## src/rtl/gray_counter_pkg.sv

```systemverilog
// rtl/gray_counter_pkg.sv - shared width default and Gray code helpers
package gray_counter_pkg;

    localparam int GRAY_WIDTH_DEFAULT = 4;
    localparam int GRAY_WIDTH_MAX     = 16;

    // Operates at the maximum width; callers zero-extend and truncate to their own width.
    function automatic logic [GRAY_WIDTH_MAX-1:0] bin2gray(input logic [GRAY_WIDTH_MAX-1:0] bin);
        return bin ^ (bin >> 1);
    endfunction

    function automatic logic [GRAY_WIDTH_MAX-1:0] gray2bin(input logic [GRAY_WIDTH_MAX-1:0] gray);
        logic [GRAY_WIDTH_MAX-1:0] bin;
        bin[GRAY_WIDTH_MAX-1] = gray[GRAY_WIDTH_MAX-1];
        for (int i = GRAY_WIDTH_MAX - 2; i >= 0; i--) begin
            bin[i] = bin[i+1] ^ gray[i];
        end
        return bin;
    endfunction

endpackage

```

## src/rtl/converter_g.sv

```systemverilog
// rtl/converter_g.sv - combinational binary-to-Gray mapping
module converter_g
    import gray_counter_pkg::*;
#(
    parameter int WIDTH = GRAY_WIDTH_DEFAULT
) (
    input  logic [WIDTH-1:0] b,
    output logic [WIDTH-1:0] g
);

    logic [GRAY_WIDTH_MAX-1:0] g_full;

    always_comb begin
        g_full = bin2gray(GRAY_WIDTH_MAX'(b));
        g      = g_full[WIDTH-1:0];
    end

endmodule

```

## src/rtl/gray_counter.sv

```systemverilog
// rtl/gray_counter.sv - up/down binary counter with registered, cycle-aligned Gray output
module gray_counter
    import gray_counter_pkg::*;
#(
    parameter int WIDTH = GRAY_WIDTH_DEFAULT
) (
    input  logic             clk,
    input  logic             rst,
    input  logic             en,
    input  logic             up_dn,
    input  logic             load,
    input  logic [WIDTH-1:0] load_b,
    output logic [WIDTH-1:0] b,
    output logic [WIDTH-1:0] g,
    output logic             wrap
);

    localparam logic [WIDTH-1:0] ALL_ONES = {WIDTH{1'b1}};
    localparam logic [WIDTH-1:0] ONE      = WIDTH'(1);

    logic [WIDTH-1:0] b_q, b_d;
    logic [WIDTH-1:0] g_q, g_d;
    logic             wrap_q, wrap_d;

    always_comb begin
        b_d    = b_q;
        wrap_d = 1'b0;
        if (load) begin
            b_d = load_b;
        end else if (en) begin
            if (up_dn) begin
                b_d    = b_q + ONE;
                wrap_d = (b_q == ALL_ONES);
            end else begin
                b_d    = b_q - ONE;
                wrap_d = (b_q == '0);
            end
        end
    end

    // Gray is derived from the next binary value so both registers update on the same edge.
    converter_g #(.WIDTH(WIDTH)) u_converter_g (
        .b (b_d),
        .g (g_d)
    );

    always_ff @(posedge clk) begin
        if (rst) begin
            b_q    <= '0;
            g_q    <= '0;
            wrap_q <= 1'b0;
        end else begin
            b_q    <= b_d;
            g_q    <= g_d;
            wrap_q <= wrap_d;
        end
    end

    assign b    = b_q;
    assign g    = g_q;
    assign wrap = wrap_q;

endmodule

```

## config.mk

```make
export PLATFORM = sky130hd
export DESIGN_NAME = gray_counter
export DESIGN_NICKNAME = d
export VERILOG_FILES = /design/src/rtl/gray_counter_pkg.sv /design/src/rtl/converter_g.sv /design/src/rtl/gray_counter.sv
export SDC_FILE = /design/constraint.sdc
export NUM_CORES = 1
export LEC_CHECK = 0
export BUFFER_PORTS_ARGS = -buffer_cell sky130_fd_sc_hd__buf_2
export CELL_PAD_IN_SITES_DETAIL_PLACEMENT = 1
export CELL_PAD_IN_SITES_GLOBAL_PLACEMENT = 1
export CORE_UTILIZATION = 36
export DETAILED_ROUTE_END_ITERATION = 8
export GPL_TIMING_DRIVEN = 1
export PLACE_DENSITY_LB_ADDON = 0.2
export SLEW_MARGIN = 30
export SYNTH_ARGS = -nofsm -noshare
export SYNTH_HDL_FRONTEND = slang
export SYNTH_SLANG_ARGS = --single-unit
```

## constraint.sdc

```tcl
create_clock -name clk -period 3.7 [get_ports clk]
set_clock_uncertainty 0.15 [all_clocks]
set_input_delay 0.185 -clock clk [delete_from_list [all_inputs] [get_ports clk]]
set_output_delay 0.185 -clock clk [all_outputs]
set_load 0.05 [all_outputs]
```

# Word-level counts from Yosys, hierarchy flattened
# Cells that the tools add are included.
# totals
reg_bits	9
latch_bits	0
mem_bits_rw	0
mem_bits_ro	0
in_bits	9
output_inout_bits	9
elab_cells	14
mem_count	0
# op_classes
n_addsub	2
mul	0
div	0
order_cmp	0
eq_ne	1
shift	0
n_mux	4
bitwise_logic	2
n_reduce_logical	2
# op_table
op	count
2-to-1 mux 4 bit	3
adder 4 x 1 -> 4 bit, second input constant	1
== test 4 bit, second input constant	1
logical NOT 4 bit	1
subtractor 4 x 1 -> 4 bit, second input constant	1
bitwise XOR 4 x 3 -> 4 bit	1
OR reduction 3 bit	1
2-to-1 mux 1 bit	1
NOT 1 bit	1

# Depth between registers and ports, before layout
# Gate-level depths: netlist of run 1.
# depth
word_depth	5
ltp_mapped	6
ltp_nobuf	6

# Modules after synthesis
# Synthesis of run 1 repeated with hierarchy kept, for this count alone.
# hier_totals
hier_cells	51
area_unflattened_um2	515.5
# by_module_without_submodules
module	instances	cells_each	area_per_inst_um2	seq_area_each_um2
gray_counter	1	47	481.7	180.2
converter_g	1	4	33.8	0.0

# Worst setup path before layout of run 1
# Ideal clock, no wire load.
# synth_path
path_kind	reg-to-reg
startpoint	reg b_q[0] (netlist: b[0])
endpoint	reg g_q[1] (netlist: g[1])
setup_ps	70
arrival_time_ps	1966
required_time_ps	3480
setup_slack_ps	1514
path_stages_with_launch	6
path_cell_list	dfxtp_1 fa_1 mux2_2 mux2i_1 o21ai_0 a21oi_1
# synth_via
elab_chain_cells	5
word_cells_on_any_way	6
# synth_lines
element	line_no	text
start, declared	gray_counter.sv:21	logic [WIDTH-1:0] b_q, b_d;
start signal, assigned	gray_counter.sv:49	b_q <= '0;
start signal, assigned	gray_counter.sv:53	b_q <= b_d;
subtractor 4 x 1 -> 4 bit / adder 4 x 1 -> 4 bit (equally long branches)	gray_counter.sv:35, gray_counter.sv:32	
2-to-1 mux 4 bit (*)	gray_counter.sv:31	if (up_dn) begin
2-to-1 mux 4 bit (*)	gray_counter.sv:30	end else if (en) begin
2-to-1 mux 4 bit (*)	gray_counter.sv:28	if (load) begin
bitwise XOR 4 x 3 -> 4 bit (*)	gray_counter_pkg.sv:9	return bin ^ (bin >> 1);
end signal, assigned	gray_counter.sv:54	g_q <= g_d;
end, declared	gray_counter.sv:22	logic [WIDTH-1:0] g_q, g_d;
# Every way passes the cells marked *; elsewhere a longest branch is shown, timed or not.
# A chain may end at the register's enable or synchronous reset.

# Final worst setup path of run 1
# Ends and elaborated chain as after synthesis.

==> reports/metrics.yaml, run 1 <==
worst_pin_slew_ns: 0.381
relSlewSlack: 0.744
ir_drop_mv: 0.262
synth_seq_cells: 8
drtIter0Drc: 2
portBuffers: 17
clock_path_buffers: 2
syn_nets: 66
cts_tree: "done"
ctsResizeCount: 0
ant_nets: 0
grt_setup_unrepaired: "no"
power_density_nw_per_um2: 433
crit_chain: "fa_1 > mux2_2 > mux2i_1 > o21ai_0 > a21oi_1"
path_delay_family: "multiplexers"
drt-wirelength-per-cell_um: 12.2
drtPass1Iterations: 2
critPathBufInv: 0
reg2reg_slack_ns: 1.73
drc: 0
finalSetupTns_ns: 0
slowest_stage: "dfxtp_1"
grt_pass1_wl_mm: 1.58
status: "complete, no violations"
grt_pass1_vias: 369
startpoint: "b[0]$_SDFF_PP0_"
synthCells: 54
critical_path_class: "flop to flop"
fin_nets: 85
final_common_cell: "buf_2"
hold_viol: 0
ys_seq_area_frac: 0.323
seq_area_um2: 160
gp_congestion: 0.790
worst_hold_path_type: "primary input to flop"
cp_slowest_stage_delay_ns: 0.47
die_y_um: 39.1
worst_setup_path_start_kind: "flop"
max_cap_violations: 0
synth_area_per_cell_um2: 9.18
leakagePower_nw: 0.312
clk_root_buffer_cell: "clkbuf_4"
rows: 13
setup.worst_path.end: "g[1]$_SDFF_PP0_"
numCtsBuffers: 3
synth_warnings: 0
track_usage: 0.168
io_pins: 18
worstReg2RegEnd: "g[1]$_SDFF_PP0_"
syn_area_um2: 495
htreeDepth: 1
period_minus_slack_ns: 1.97
p_total_uw: 260
worstSkewPairLatency_ns: 0.25
antenna_cells: 0
dieArea_um2: 1530
start_util: 0.386
clk_pin_slew_worst_paths_ns: 0.05
critPathMaxFanout: 7
areaGrowthSynthToFinish_pct: 21.5
die_w_um: 39.1
nFillCells: 156
drive_gt1_frac: 0.338
r2r_cells: 5
viasPerCell: 5.26
arrival_ns: 2.01
finalCritPeriodShare: 0.532
fmax_mhz: 508
vias: 452
multi_input_area_um2: 304
setup_viol: 0
cp-end-kind: "flop"
cp_num_cells: 5
routed_wl_mm: 1.05
cts.sinks: 8
post_synth_num_cell_types: 31
r2r_start: "b[0]$_SDFF_PP0_"
cp.required_ns: 3.74
whs_ns: 0.0471
dp_hpwl_um: 810
final_cell_mix: "buf_2, dfxtp_1, nor2_1"
coreArea_um2: 1280
overflow: 0
final_util: 0.468
antenna_found_initial: 0
grt_max_degree: 12
post-cts-setup-buffers: 0
drv_slew: 0
ctsHoldBuffers: 0
## routing by layer
metal / track usage / up-vias / share of wire
li1: - / 231 / -
met1: 0.193 / 207 / 0.47
met3: 0.0867 / 2 / 0.061
met4: 0.103 / 0 / 0.012
met5: 0 / - / 0
met2: 0.242 / 12 / 0.45
## cell usage after synthesis
| library cell | instances | area, um2 |
|---|---|---|
| nor2_1 | 6 | 22.5 |
| or4b_1 | 1 | 10.0 |
| a22oi_1 | 1 | 7.51 |
| and3_2 | 1 | 7.51 |
| dfxtp_1 | 8 | 160 |
| or3_1 | 2 | 12.5 |
| buf_2 | 1 | 5.00 |
| a211oi_1 | 1 | 7.51 |
| nand3_2 | 1 | 10.0 |
| a21o_1 | 1 | 7.51 |
| mux2i_1 | 3 | 30.0 |
| o21ai_0 | 2 | 10.0 |
| nand2_1 | 1 | 3.75 |
| ha_1 | 2 | 25.0 |
| a221o_1 | 1 | 10.0 |
| o21bai_1 | 1 | 7.51 |
| a21oi_1 | 2 | 10.0 |
| and3_1 | 1 | 6.26 |
| mux2_2 | 1 | 11.3 |
| nor4bb_1 | 1 | 10.0 |
| a31oi_1 | 1 | 6.26 |
| o2bb2ai_1 | 1 | 8.76 |
| or4_2 | 1 | 8.76 |
| xor2_1 | 1 | 8.76 |
| nand3b_1 | 1 | 7.51 |
| nand3_1 | 2 | 10.0 |
| buf_4 | 2 | 15.0 |
| nor3b_1 | 1 | 7.51 |
| fa_1 | 1 | 20.0 |
| inv_1 | 3 | 11.3 |
| xnor2_1 | 2 | 17.5 |
## registers in the layout, indices dropped and copies added (netlist names)
| name | cells |
|---|---|
| wrap | 1 |
| b | 4 |
| g | 3 |
## worst min path at each step
stage	start	endpoint	slack [ns]	cells after the start
floorplan	rst	g[1]$_SDFF_PP0_	0.10	1
global placement	rst	g[1]$_SDFF_PP0_	0.31	2
detailed placement	rst	g[1]$_SDFF_PP0_	0.31	2
CTS	rst	g[1]$_SDFF_PP0_	0.04	2
global route	rst	g[1]$_SDFF_PP0_	0.05	2
finish	rst	g[1]$_SDFF_PP0_	0.05	2
## layout make-up
class / instances / area share
Tap cell: 15 / 0.0312
Clock buffer: 3 / 0.0374
Timing Repair Buffer: 17 / 0.141
Sequential cell: 8 / 0.266
Multi-Input combinational cell: 40 / 0.505
Inverter: 3 / 0.0187
## worst register-to-register path, delay by kind of cell, from the launching register on
kind / cells / cell delay, ns
AO/OA/AOI/OAI: 2 / 0.29
adder cells (fa/ha/maj): 1 / 0.44
flip-flops: 1 / 0.47
multiplexers: 2 / 0.55
## power breakdown
part	internal [mW]	leakage (nW)	switching, mW
combinational	0.0310	0.231	0.0613
sequential	0.0950	0.0663	0.00767
clock	0.0370	0.0138	0.0284
## logic make-up after synthesis
| family | count (synthesis) | synth area share |
|---|---|---|
| compound gates | 11 | 0.152 |
| xor+xnor | 3 | 0.0530 |
| mux | 4 | 0.0833 |
| simple gates | 19 | 0.235 |
| buf+inv | 6 | 0.0631 |
| fa+ha+maj | 3 | 0.0909 |
| flops | 8 | 0.323 |
## through the flow
step	std cells	worst slack, ns	cell area, um2
floorplan	54	1.51	495
global placement	83	1.81	579
detailed placement	83	1.73	579
CTS	86	1.71	602
global route	86	1.59	602
finish	86	1.73	602
No activity file was read; power rests on OpenSTA's default activity.
==> run 2, diff against run 1 <==
--- a/config.mk
+++ b/config.mk
@@ -5,10 +5,11 @@
 export SDC_FILE = /design/constraint.sdc
 export NUM_CORES = 1
 export LEC_CHECK = 0
+export ABC_AREA = 1
 export BUFFER_PORTS_ARGS = -buffer_cell sky130_fd_sc_hd__buf_2
 export CELL_PAD_IN_SITES_DETAIL_PLACEMENT = 1
 export CELL_PAD_IN_SITES_GLOBAL_PLACEMENT = 1
-export CORE_UTILIZATION = 36
+export CORE_UTILIZATION = 28
 export DETAILED_ROUTE_END_ITERATION = 8
 export GPL_TIMING_DRIVEN = 1
 export PLACE_DENSITY_LB_ADDON = 0.2
==> constraint.sdc (replaced) <==
create_clock -name clk -period 1.8 [get_ports clk]
set_clock_uncertainty 0.15 [all_clocks]
set_input_delay 0.09 -clock clk [delete_from_list [all_inputs] [get_ports clk]]
set_output_delay 0.09 -clock clk [all_outputs]
set_load 0.05 [all_outputs]
==> run 2 against run 1 <==
The flow now finishes with violations (design-rule violations). Wire length increased by 11%. Worst setup slack lost 1.6 ns. Combinational power is 120% higher. Area after synthesis down 2.3%. First-iteration DRC count increased to 3.0 times the previous value. Non-clock buffer count is 5 higher.
==> reports/metrics.yaml, run 2 <==
grt_setup_unrepaired: "no"  # unchanged
worst_hold_path_type: "primary input to flop"  # unchanged
dp_hpwl_um: 922  # was 810 um
dieArea_um2: 1900  # was 1530 um2
syn_nets: 77  # was 66
die_y_um: 43.6  # was 39.1 um
p_total_uw: 545  # was 260 uW
r2r_cells: 9  # was 5
netlist.area_leader.share: 0.331  # was 0.323
violations: "design-rule violations"
syn_area_um2: 484  # was 495 um2
post-cts-setup-buffers: 0  # unchanged
viasPerCell: 4.87  # was 5.26
critical_path_class: "flop to flop"  # unchanged
fin_ws_ns: 0.153  # was 1.73 ns
fin_area_um2: 651  # was 602 um2
async_reset_ff_frac: 0  # unchanged
grt_pass1_wl_mm: 2.02  # was 1.58 mm
fin_nets: 102  # was 85
cts.sinks: 8  # unchanged
slowest_stage: "fa_1"  # was dfxtp_1
die_w_um: 43.6  # was 39.1 um
reg2reg_slack_ns: 0.15  # was 1.73 ns
antenna_found_initial: 0  # unchanged
synth_most_common_cell: "nand2_1"  # was dfxtp_1
synthFlopType: "dfxtp_1"  # unchanged
clock_path_buffers: 2  # unchanged
grt_pass1_vias: 480  # was 369
power_density_nw_per_um2: 838  # was 433 nW/um2
path_delay_family: "adder cells"  # was multiplexers
vias: 506  # was 452
final_util: 0.417  # was 0.468
yosysTopAreaCell: "dfxtp_1"  # unchanged
drive_gt1_frac: 0.409  # was 0.338
portBuffers: 17  # unchanged
final_common_cell: "buf_2"  # unchanged
track_usage: 0.153  # was 0.168
synthCells: 65  # was 54
synth_warnings: 0  # unchanged
hold_start: "load"  # was rst
fmax_mhz: 607  # was 508 MHz
grt_max_degree: 8  # was 12
synth_edf_count: 0  # unchanged
max_cap_violations: 0  # unchanged
post_synth_num_cell_types: 22  # was 31
synth_seq_cells: 8  # unchanged
leakagePower_nw: 0.334  # was 0.312 nW
cp_slowest_stage_delay_ns: 0.47  # about the same
worst_pin_slew_ns: 0.253  # was 0.381 ns
synth_area_per_cell_um2: 7.45  # was 9.18 um2
routed_wl_mm: 1.16  # was 1.05 mm
ys_top_cells_by_area: "dfxtp_1, nand2_1, nor2_1"  # was dfxtp_1, mux2i_1, ha_1
antenna_cells: 0  # unchanged
io_pins: 18  # unchanged
largest_register_ffs: 4  # unchanged
critPathMaxFanout: 6  # was 7
place_ws_ns: 0.119  # was 1.73 ns
worstSkewPairLatency_ns: 0.26  # was 0.25 ns
worst_setup_path_start_kind: "flop"  # unchanged
hold_viol: 0  # unchanged
drtIter0Drc: 6  # was 2
htreeDepth: 1  # unchanged
crit_chain: "fa_1 > a21oi_2 > o21ai_1 > nand2_1 > o21ai_2 > inv_2 > nand2_1 > nand2_1 > nor2_2"  # was fa_1 > mux2_2 > mux2i_1 > o21ai_0 > a21oi_1
r2r_start: "b[0]$_SDFF_PP0_"  # unchanged
areaGrowthSynthToFinish_pct: 34.4  # was 21.5%
start_util: 0.311  # was 0.386
cts_tree: "done"  # unchanged
gp_congestion: 0.683  # was 0.790
drtPass1Iterations: 6  # was 2
holdPathStages: 3  # was 2
final_cell_mix: "buf_2, nand2_1, nor2_1"  # was buf_2, dfxtp_1, nor2_1
finalSetupTns_ns: 0  # unchanged
numCtsBuffers: 3  # unchanged
coreArea_um2: 1560  # was 1280 um2
ir_drop_mv: 0.395  # was 0.262 mV
crit_top_cell: "nand2_1"
arrival_ns: 1.65  # was 2.01 ns
ant_nets: 0  # unchanged
critPathBufInv: 1  # was 0
worstReg2RegEnd: "g[2]$_SDFF_PP0_"  # was g[1]$_SDFF_PP0_
status: "finished, violations left"  # was complete, no violations
nFillCells: 209  # was 156
postPlaceCellArea_um2: 574  # was 579 um2
clk_pin_slew_worst_paths_ns: 0.05  # about the same
rows: 14  # was 13
relSlewSlack: 0.833  # was 0.744
drt-wirelength-per-cell_um: 11.1  # was 12.2 um
overflow: 0  # unchanged
cp.required_ns: 1.80  # was 3.74 ns
cp-end-kind: "flop"  # unchanged
whs_endpoint: "b[3]$_SDFF_PP0_"  # was g[1]$_SDFF_PP0_
clk_root_buffer_cell: "clkbuf_4"  # unchanged
drc: 1  # was 0
finalCritPeriodShare: 0.915  # was 0.532
synthTopCellsByCount: "nand2_1, dfxtp_1, nor2_1"  # was dfxtp_1, nor2_1, inv_1, mux2i_1
period_minus_slack_ns: 1.65  # was 1.97 ns
drv_slew: 0  # unchanged
ys_seq_area_frac: 0.331  # was 0.323
setup_viol: 0  # unchanged
-- run 2: cell count changes in the layout (fill, tap and decap cells not counted), moves of 3 or more --
cell / before / now
nand2_1: 1 / 12
dlygate4sd3_1: 0 / 5
dfxtp_1: 8 / 5
dfxtp_2: 0 / 3
inv_2: 0 / 3
mux2i_1: 3 / 0
nor2_2: 0 / 3
o21ai_2: 0 / 3
-- run 2: how the worst max path moves through the flow --
stage | from | end | cells after the start
after detailed placement | b[0]$_SDFF_PP0_ | g[1]$_SDFF_PP0_ | 6
after global placement | b[0]$_SDFF_PP0_ | g[1]$_SDFF_PP0_ | 6
after floorplan | b[2]$_SDFF_PP0_ | g[2]$_SDFF_PP0_ | 10
after CTS | b[0]$_SDFF_PP0_ | g[1]$_SDFF_PP0_ | 6
final | b[0]$_SDFF_PP0_ | g[2]$_SDFF_PP0_ | 9
after global routing | b[0]$_SDFF_PP0_ | g[1]$_SDFF_PP0_ | 6
-- run 2: metrics by stage --
step           std cells  hold WS (ns)
2_1_floorplan         65       0.00497
3_3_place_gp          96         0.188
3_5_place_dp          96         0.195
4_1_cts              104        0.0145
5_1_grt              104        0.0338
6_report             104        0.0178
-- run 2: cell type report --
| type | count | area (um2) | area share |
|---|---|---|---|
| clock buffers | 3 | 22.5 | 0.0346 |
| inverters | 8 | 30.0 | 0.0462 |
| multi-input cells | 47 | 279 | 0.429 |
| flip-flops and latches | 8 | 164 | 0.252 |
| well taps | 16 | 20.0 | 0.0308 |
| repair buffers | 22 | 135 | 0.208 |
-- run 2: cell families after synthesis --
kind of cell               after synthesis  share of synthesized area
DFF                                      8                      0.331
adders and majority gates                3                     0.0930
and+or+nand+nor                         31                      0.297
xor gates and xnor gates                 1                     0.0181
buffers and inverters                   10                      0.101
AOI/OAI and AO/OA                       12                      0.160
-- run 2: worst min-delay path, delay by kind of cell --
kind	cells	cell delay [ns]
simple gates	1	0.09
compound gates	1	0.07
buf+inv	1	0.13
-- run 2: where the power goes --
group / switching (mW) / internal (mW) / leakage, nW
Sequential: 0.0140 / 0.195 / 0.0673
Combinational: 0.134 / 0.0647 / 0.253
Clock: 0.0605 / 0.0762 / 0.0138
Total: 0.209 / 0.336 / 0.334
-- run 2: metal layers --
layer,part of all wire,global-route usage
met1,0.45,0.185
met2,0.46,0.230
met3,0.048,0.0417
met4,0.031,0.113
met5,0,0
-- run 2: what timing repair did --
item                                    in CTS  in global routing
endpoints found under the setup margin       0                  2
hold endpoints to repair                     5                  0
hold buffers                                 5                  0
gates resized for setup                      0                  2
